--- src/rtl/alien_shot_scheduler.sv ---
// Enemy shot scheduler: picks an armed alien (LFSR start column, round-robin scan),
// rate-limits by frame cooldown and bullets in flight, and issues row/col over valid/ready.
module alien_shot_scheduler #(
  parameter int unsigned NUM_ROWS        = 2,
  parameter int unsigned NUM_COLUMNS     = 4,
  parameter int unsigned MAX_SHOTS       = 2,
  parameter int unsigned COOLDOWN_FRAMES = 30,
  parameter logic [15:0] LFSR_SEED       = 16'hACE1
) (
  input  logic                            clk,
  input  logic                            rst_n,
  input  logic                            frame_tick,
  input  logic                            enable,
  input  logic [NUM_ROWS*NUM_COLUMNS-1:0] armed_matrix,
  output logic                            fire_valid,
  input  logic                            fire_ready,
  output logic [15:0]                     fire_row,
  output logic [15:0]                     fire_col,
  input  logic                            shot_done,
  output logic [3:0]                      active_shots
);

  localparam int unsigned W         = NUM_ROWS * NUM_COLUMNS;
  localparam int unsigned CW        = (COOLDOWN_FRAMES < 2) ? 1 : $clog2(COOLDOWN_FRAMES + 1);
  localparam logic [CW-1:0] CD_LOAD = CW'(COOLDOWN_FRAMES);
  localparam logic [15:0] SEED      = (LFSR_SEED == 16'h0) ? 16'hACE1 : LFSR_SEED;
  localparam logic [8:0]  NCOLS9    = 9'(NUM_COLUMNS);
  localparam logic [7:0]  LAST_PTR  = 8'(NUM_COLUMNS - 1);
  localparam logic [3:0]  MAX_CNT   = 4'(MAX_SHOTS);
  localparam logic [W-1:0] ONE      = W'(1);

  typedef enum logic [1:0] {IDLE, PICK, ISSUE} state_t;

  state_t        state, state_nx;
  logic [15:0]   lfsr;
  logic [CW-1:0] cooldown;
  logic [7:0]    scan_ptr;
  logic [7:0]    scan_cnt;
  logic [W-1:0]  col_bits;
  logic          col_hit;
  logic [15:0]   hit_row;
  logic [31:0]   tgt_idx;
  logic          target_armed;
  logic          handshake;
  logic          start_pick;

  assign fire_valid = (state == ISSUE);
  assign handshake  = fire_valid & fire_ready;

  // Column scan_ptr lands at bit 0; row r of that column then sits at bit r*NUM_COLUMNS.
  always_comb begin
    col_bits = armed_matrix >> scan_ptr;
    col_hit  = 1'b0;
    hit_row  = '0;
    for (int unsigned r = 0; r < NUM_ROWS; r++) begin
      if (((col_bits >> (r * NUM_COLUMNS)) & ONE) != '0) begin
        col_hit = 1'b1;
        hit_row = 16'(r);
      end
    end
  end

  always_comb begin
    tgt_idx      = 32'(fire_row) * NUM_COLUMNS + 32'(fire_col);
    target_armed = ((armed_matrix >> tgt_idx) & ONE) != '0;
  end

  always_comb begin
    state_nx   = state;
    start_pick = 1'b0;
    case (state)
      IDLE: begin
        if (enable && cooldown == '0 && active_shots < MAX_CNT && |armed_matrix) begin
          state_nx   = PICK;
          start_pick = 1'b1;
        end
      end
      PICK: begin
        if (!enable)                    state_nx = IDLE;
        else if (col_hit)               state_nx = ISSUE;
        else if (scan_cnt == LAST_PTR)  state_nx = IDLE;
      end
      ISSUE: begin
        // A handshake in the same cycle as an abort still counts as a shot.
        if (handshake)                      state_nx = IDLE;
        else if (!enable || !target_armed)  state_nx = IDLE;
      end
      default: state_nx = IDLE;
    endcase
  end

  always_ff @(posedge clk or negedge rst_n) begin
    if (!rst_n) state <= IDLE;
    else        state <= state_nx;
  end

  always_ff @(posedge clk or negedge rst_n) begin
    if (!rst_n) begin
      scan_ptr <= '0;
      scan_cnt <= '0;
      fire_row <= '0;
      fire_col <= '0;
    end else if (start_pick) begin
      scan_ptr <= (9'(lfsr[7:0]) < NCOLS9) ? lfsr[7:0] : '0;
      scan_cnt <= '0;
    end else if (state == PICK) begin
      if (enable && col_hit) begin
        fire_row <= hit_row;
        fire_col <= 16'(scan_ptr);
      end
      scan_ptr <= (scan_ptr == LAST_PTR) ? '0 : scan_ptr + 8'd1;
      scan_cnt <= scan_cnt + 8'd1;
    end
  end

  always_ff @(posedge clk or negedge rst_n) begin
    if (!rst_n) lfsr <= SEED;
    else        lfsr <= {lfsr[14:0], lfsr[15] ^ lfsr[13] ^ lfsr[12] ^ lfsr[10]};
  end

  always_ff @(posedge clk or negedge rst_n) begin
    if (!rst_n)                               cooldown <= CD_LOAD;
    else if (handshake)                       cooldown <= CD_LOAD;
    else if (frame_tick && cooldown != '0)    cooldown <= cooldown - 1'b1;
  end

  always_ff @(posedge clk or negedge rst_n) begin
    if (!rst_n)                                          active_shots <= '0;
    else if (handshake && !shot_done)                    active_shots <= active_shots + 4'd1;
    else if (shot_done && !handshake && active_shots != '0) active_shots <= active_shots - 4'd1;
  end

endmodule

--- config.mk ---
export PLATFORM = sky130hd
export DESIGN_NAME = alien_shot_scheduler
export DESIGN_NICKNAME = d
export VERILOG_FILES = /design/src/rtl/alien_shot_scheduler.sv
export SDC_FILE = /design/constraint.sdc
export NUM_CORES = 1
export LEC_CHECK = 0
export ABC_AREA = 1
export CORE_ASPECT_RATIO = 1.4
export CORE_UTILIZATION = 60
export DETAILED_ROUTE_END_ITERATION = 8
export DONT_BUFFER_PORTS = 1
export PLACE_DENSITY = 0.88
export SLEW_MARGIN = 10
export SYNTH_ARGS = -nofsm -noshare
export SYNTH_HDL_FRONTEND = slang
export SYNTH_SLANG_ARGS = --single-unit
export TNS_END_PERCENT = 20
--- constraint.sdc ---
create_clock -name clk -period 2.1 [get_ports clk]
set_input_delay 0.42 -clock clk [delete_from_list [all_inputs] [get_ports clk]]
set_output_delay 0.42 -clock clk [all_outputs]
set_load 0.03 [all_outputs]
Word level (Yosys, flattened, before mapping)
Cells that the tools add are included.
{"block": "totals", "in_bits": 14, "reg_bits": 67}
{"block": "op_classes", "bitwise": 5, "add_sub_neg": 6, "n_reduce_logical": 23, "order_cmp": 2, "n_mux": 22, "eq_ne": 7, "shift": 2}
{"cell": "two-way mux 8 bit", "count": 6}
{"cell": "adder 18 x 8 -> 19 bit", "count": 1}
{"cell": ">> shifter 8 x 19 -> 1 bit", "count": 1}
{"cell": "adder 8 x 1 -> 8 bit, second input constant", "count": 2}
{"cell": "== test 8 x 2 -> 1 bit, second input constant", "count": 2}
{"cell": "two-way mux 2 bit", "count": 6}
{"cell": "two-way mux 5 bit", "count": 2}
{"cell": "logical AND 1 bit", "count": 8}
{"cell": "less-than comparator 8 x 3 -> 1 bit, second input constant", "count": 1}
{"cell": "two-way mux 4 bit", "count": 2}
{"cell": "OR reduction 8 bit", "count": 1}
{"cell": ">> shifter 8 x 8 -> 5 bit", "count": 1}
{"cell": "case mux 2 bit (3 select lines)", "count": 1}
{"cell": "AND reduction 3 bit", "count": 2}
{"cell": "nonzero test 2 bit", "count": 3}
{"cell": "logical NOT 5 bit", "count": 1}
{"cell": "two-way mux 1 bit", "count": 5}
{"cell": "nonzero test 5 bit", "count": 1}
{"cell": "subtractor 5 x 1 -> 5 bit, second input constant", "count": 1}
{"cell": "adder 4 x 1 -> 4 bit, second input constant", "count": 1}
{"cell": "logical NOT 1 bit", "count": 4}
{"cell": "less-than comparator 4 x 2 -> 1 bit, second input constant", "count": 1}
{"cell": "!= test 4 bit, second input constant", "count": 1}
{"cell": "nonzero test 4 bit", "count": 1}
{"cell": "other kinds (10)", "count": 12}

Logic depth before layout (Yosys ltp)
Gate-level depths: netlist of the first run.
{"block": "depth", "ltp_word": 8, "ltp_mapped": 12}

Least setup slack after synthesis of the first run
Ideal clock, no wire load.
{"block": "synth_path", "path_type": "reg-to-reg", "from": "register state[0]", "to": "register active_shots[3]", "path_stages_with_launch": 13, "slack_ps": 71, "arrival_ps": 1912, "required_ps": 1982, "path_buffers": 0, "period_less_slack_ps": 2029, "cell_sequence": "dfrtp_1 -> inv_2 -> nand2_2 -> inv_2 -> nand2_4 -> or2_4 -> ha_1 -> a21o_1 -> a21oi_1 -> nand2b_1 -> nand2_1 -> nand2_1 -> nand2_1"}
{"block": "synth_via", "elab_chain_len": 6, "word_cells_on_any_way": 8, "classes_between": "1 x eq/ne; 1 x mux; 1 x bitwise; 5 x reduce/logical"}
{"item": "from (decl)", "line_no": "34", "text": "state_t state, state_nx;"}
{"item": "from (signal assigned)", "line_no": "94", "text": "else state <= state_nx;"}
{"item": "== test 2 bit *", "line_no": "47", "text": "assign fire_valid = (state == ISSUE);"}
{"item": "net fire_valid", "line_no": "15", "text": "output logic fire_valid,"}
{"item": "bitwise AND 1 bit *", "line_no": "48", "text": "assign handshake = fire_valid & fire_ready;"}
{"item": "logical NOT 1 bit", "line_no": "130", "text": "else if (shot_done && !handshake && active_shots != '0) active_shots <= active_shots - 4'd1;"}
{"item": "logical AND 1 bit (2 in a row)", "line_no": "130"}
{"item": "nonzero test 2 bit (no source line)"}
{"item": "to (signal assigned)", "line_no": "129", "text": "else if (handshake && !shot_done) active_shots <= active_shots + 4'd1;"}
{"item": "to (signal assigned)", "line_no": "130"}
{"item": "to (decl)", "line_no": "20", "text": "output logic [3:0] active_shots"}
The timed path passes the listed nets; every way through them passes the cells marked *.
A chain may end at the register's enable or synchronous reset.

Final worst setup path of the first run
{"block": "layout_path", "from": "register state[0]", "to": "register active_shots[3]"}
{"block": "layout_via", "elab_chain_len": 6, "word_cells_on_any_way": 8, "classes_between": "1 x eq/ne; 1 x mux; 1 x bitwise; 5 x reduce/logical"}
{"item": "== test 2 bit *", "line_no": "47"}
{"item": "bitwise AND 1 bit *", "line_no": "48"}
{"item": "logical NOT 1 bit", "line_no": "130"}
{"item": "logical AND 1 bit (2 in a row)", "line_no": "130"}
{"item": "nonzero test 2 bit (no source line)"}
Every way passes the cells marked *; elsewhere a longest branch is shown, timed or not.

==> results of run 1 <==
==> power by group <==
group	internal [mW]	switching, mW
Combinational	0.663	1.29
Sequential	1.33	0.494
Clock	0.360	0.322
Total	2.35	2.10
==> area by class of cell <==
cell class                      instances  area [µm²]  area share [%]
Sequential cell                        52        1316           42.56
Clock buffer                            6       72.57           2.346
Inverter                               51       191.4           6.189
Multi-Input combinational cell        256        1336           43.20
Clock inverter                          2       38.79           1.254
Tap cell                               62       77.57           2.508
Timing Repair Buffer                    5       60.06           1.942
==> per-layer routing <==
layer	part of all wire, %	GRT usage, %
met2	53	40.81
met4	2.8	10.12
met3	4.3	6.402
met5	0	0
met1	40	25.36
==> kinds of logic (layout without fill, tap and decap cells) <==
family / Yosys count / in the layout
flip-flops: 52 / 52
other: 1 / 23
XOR/XNOR: 11 / 11
AO/OA/AOI/OAI: 35 / 35
AND/OR/NAND/NOR: 178 / 178
adder cells (fa/ha/maj): 9 / 9
buffers and inverters: 76 / 64
==> synthesized netlist by cell type, types with 2 or more instances <==
library cell | number | area share (%)
a21boi_0 | 2 | 0.51
a21oi_1 | 8 | 1.4
buf_4 | 24 | 6.1
dfrtp_1 | 40 | 34
dfstp_2 | 12 | 11
ha_1 | 8 | 3.4
inv_1 | 47 | 6.0
inv_2 | 4 | 0.51
nand2_1 | 94 | 12
nand2_2 | 4 | 0.85
nand2_4 | 3 | 1.1
nand3_1 | 30 | 5.1
nand4_1 | 5 | 1.1
nor2_1 | 25 | 3.2
nor2_2 | 3 | 0.64
nor2_4 | 2 | 0.76
nor3_1 | 4 | 0.68
o211ai_1 | 2 | 0.51
o21ai_0 | 12 | 2.0
o21ai_1 | 7 | 1.2
or2_2 | 2 | 0.42
xnor2_1 | 3 | 0.89
xor2_1 | 7 | 2.1
==> per-stage QoR <==
step           area, µm²  setup slack, ps  hold WS, ps
2_1_floorplan       3035            70.61        124.4
3_3_place_gp        2944            259.2        126.5
3_5_place_dp        2944            164.7        126.7
4_1_cts             3093            159.0        363.3
5_1_grt             3093            23.11        366.6
6_report            3093            167.1        352.3
==> worst max-delay path by stage <==
stage / start / end / slack (ps)
3_5_place_dp: state[0] / active_shots[3] / 160
5_1_grt: state[0] / active_shots[3] / 20
4_1_cts: state[0] / active_shots[3] / 160
3_3_place_gp: state[0] / active_shots[3] / 260
6_report: state[0] / active_shots[3] / 170
2_1_floorplan: state[0] / active_shots[3] / 70
==> flip-flops by register name, indices dropped and copies added (netlist names) <==
| name | cells |
|---|---|
| active_shots | 4 |
| fire_col | 8 |
| cooldown | 5 |
| state | 2 |
| lfsr | 16 |
| fire_row | 1 |
| scan_cnt | 8 |
| scan_ptr | 8 |
==> what timing repair did <==
| item | 4_1_cts | 5_1_grt |
|---|---|---|
| buffers inserted | 0 | 0 |
| hold buffers | 2 | 0 |
| hold endpoints to repair | 52 | 0 |
| endpoints found under the setup margin | 0 | 0 |
==> results_dict.tcl, run 1 <==
set metrics [dict create \
    clock_latency_ps 310 \
    antenna_left 0 \
    total_power_mw 4.453 \
    grt_pass1_wl_um 9190 \
    final-hold-violation-count 0 \
    max_slew_margin_pct 65.48 \
    synth_compound_area_share_pct 6.610 \
    cts_root_buf "clkbuf_8" \
    cp_max_fo 6 \
    critPathMaxStageDelay_ps 390 \
    worst_ir_drop_vdd_mv 0.9519 \
    period_share_pct 92.04 \
    crit_type "reg2reg" \
    reg2reg_from "state[0]" \
    antenna_found_initial 0 \
    yosysSeqAreaShare_pct 44.58 \
    regToRegEndpoint "active_shots[3]" \
    numCtsBuffers 5 \
    synthCells 362 \
    dp_hpwl_um 4006 \
    layout_commonest_cell "nand2_1" \
    status "finished clean" \
    clock_skew_ps 11.86 \
    routed_wl_um 5359 \
    diodes 0 \
    cp-start-kind "flip-flop" \
    ios 51 \
    power_leakage_nw 1.595 \
    dieArea_um2 5210 \
    synth_ff_type "dfrtp_1" \
    setup_violations 0 \
    dp_cells 424 \
    fmax_mhz 517.4 \
    finalNetCount 394 \
    reg2reg_slack_ps 170 \
    core-area_um2 4644 \
    post_cts_resized 0 \
    hp-start "lfsr[8]" \
    async_flop_share_pct 100.0 \
    cts_tree "yes" \
    h-tree-depth 2 \
    worstPathRequired_ps 2300 \
    cap_violations 0 \
    synth_mux_area_share_pct 0 \
    min_path_type "reg2reg" \
    layout_common_cells "nand2_1 (94), inv_1 (47), dfrtp_1 (40)" \
    drtIter0Drc 128 \
    io_buffers 0 \
    grtUsageTotal_pct 23.35 \
    cpMaxStageDelayCell "dfrtp_1" \
    fill_cells 384 \
    first_global_vias 2326 \
    worstPathArrival_ps 2130 \
    slew_violations 0 \
    end_kind "flip-flop" \
    crit_top_cell "nand2_1" \
    min_to "lfsr[9]" \
    drc 0 \
    grt_max_degree 53 \
    viasPerCell 5.184 \
    rows 29 \
    clk_transition_reported_paths_ps 90 \
    yosys_warnings 0 \
    syn_area_um2 2953 \
    ys_ff_latch 52 \
    fin_cells 434 \
    gp_congestion 0.9393 \
    ys_types 37 \
    synth_top_family_by_area "simple AND/OR/NAND/NOR gates" \
    r2r_cells 12 \
    worst-path-buf-inv 2 \
    power_density_nw_per_um2 1440 \
    synth_xor_xnor_area_share_pct 3.517 \
    synthSimpleGateAreaFrac_pct 28.14 \
    dieHeight_um 85.01 \
    cpLargestDelayFamily "simple AND/OR/NAND/NOR gates" \
    clkSinkCount 52 \
    postSynthAreaPerCell_um2 8.157 \
    grt-ovfl-total 0 \
    fp.dieW_um 61.29 \
    cts_max_path_buffers 2 \
    holdPathStages 0 \
    synth_edf_count 0 \
    utilization_pct 66.59 \
    path_depth 12 \
    rsz0062_at_grt "no" \
    routedWlPerCell_um 12.35 \
    worst_pin_slew_ps 517.8 \
    vias 2250 \
    crit_chain "inv_2 -> nand2_2 -> inv_2 -> nand2_4 -> or2_4 -> ha_1 -> a21o_1 -> a21oi_1 -> nand2b_1 -> nand2_1 -> nand2_1 -> nand2_1" \
    post-route-min-period_ps 1933 \
    yosys.area_share.adder_pct 4.068 \
    drive_gt1_share_pct 12.63 \
    fin_setup_tns_ps 0 \
    start_util_pct 63.58 \
    syn_to_final_growth_pct 4.746 \
    firstDrtPassIters 4 \
]
(Power assumes the default switching activity.)
==> run 2: changes to the inputs <==
--- a/config.mk
+++ b/config.mk
@@ -8,6 +8,7 @@
 export ABC_AREA = 1
 export CORE_ASPECT_RATIO = 1.4
 export CORE_UTILIZATION = 60
+export CTS_CLUSTER_SIZE = 40
 export DETAILED_ROUTE_END_ITERATION = 8
 export DONT_BUFFER_PORTS = 1
 export PLACE_DENSITY = 0.88
==> results of run 2 <==
Same layout as run 1: the final DEF is identical, and so are final timing and power.
==> run 3: changes to the inputs <==
--- a/config.mk
+++ b/config.mk
@@ -12,7 +12,6 @@
 export DETAILED_ROUTE_END_ITERATION = 8
 export DONT_BUFFER_PORTS = 1
 export PLACE_DENSITY = 0.88
-export SLEW_MARGIN = 10
 export SYNTH_ARGS = -nofsm -noshare
 export SYNTH_HDL_FRONTEND = slang
 export SYNTH_SLANG_ARGS = --single-unit
==> results of run 3 <==
Same layout as run 1: the final DEF is identical, and so are final timing and power.
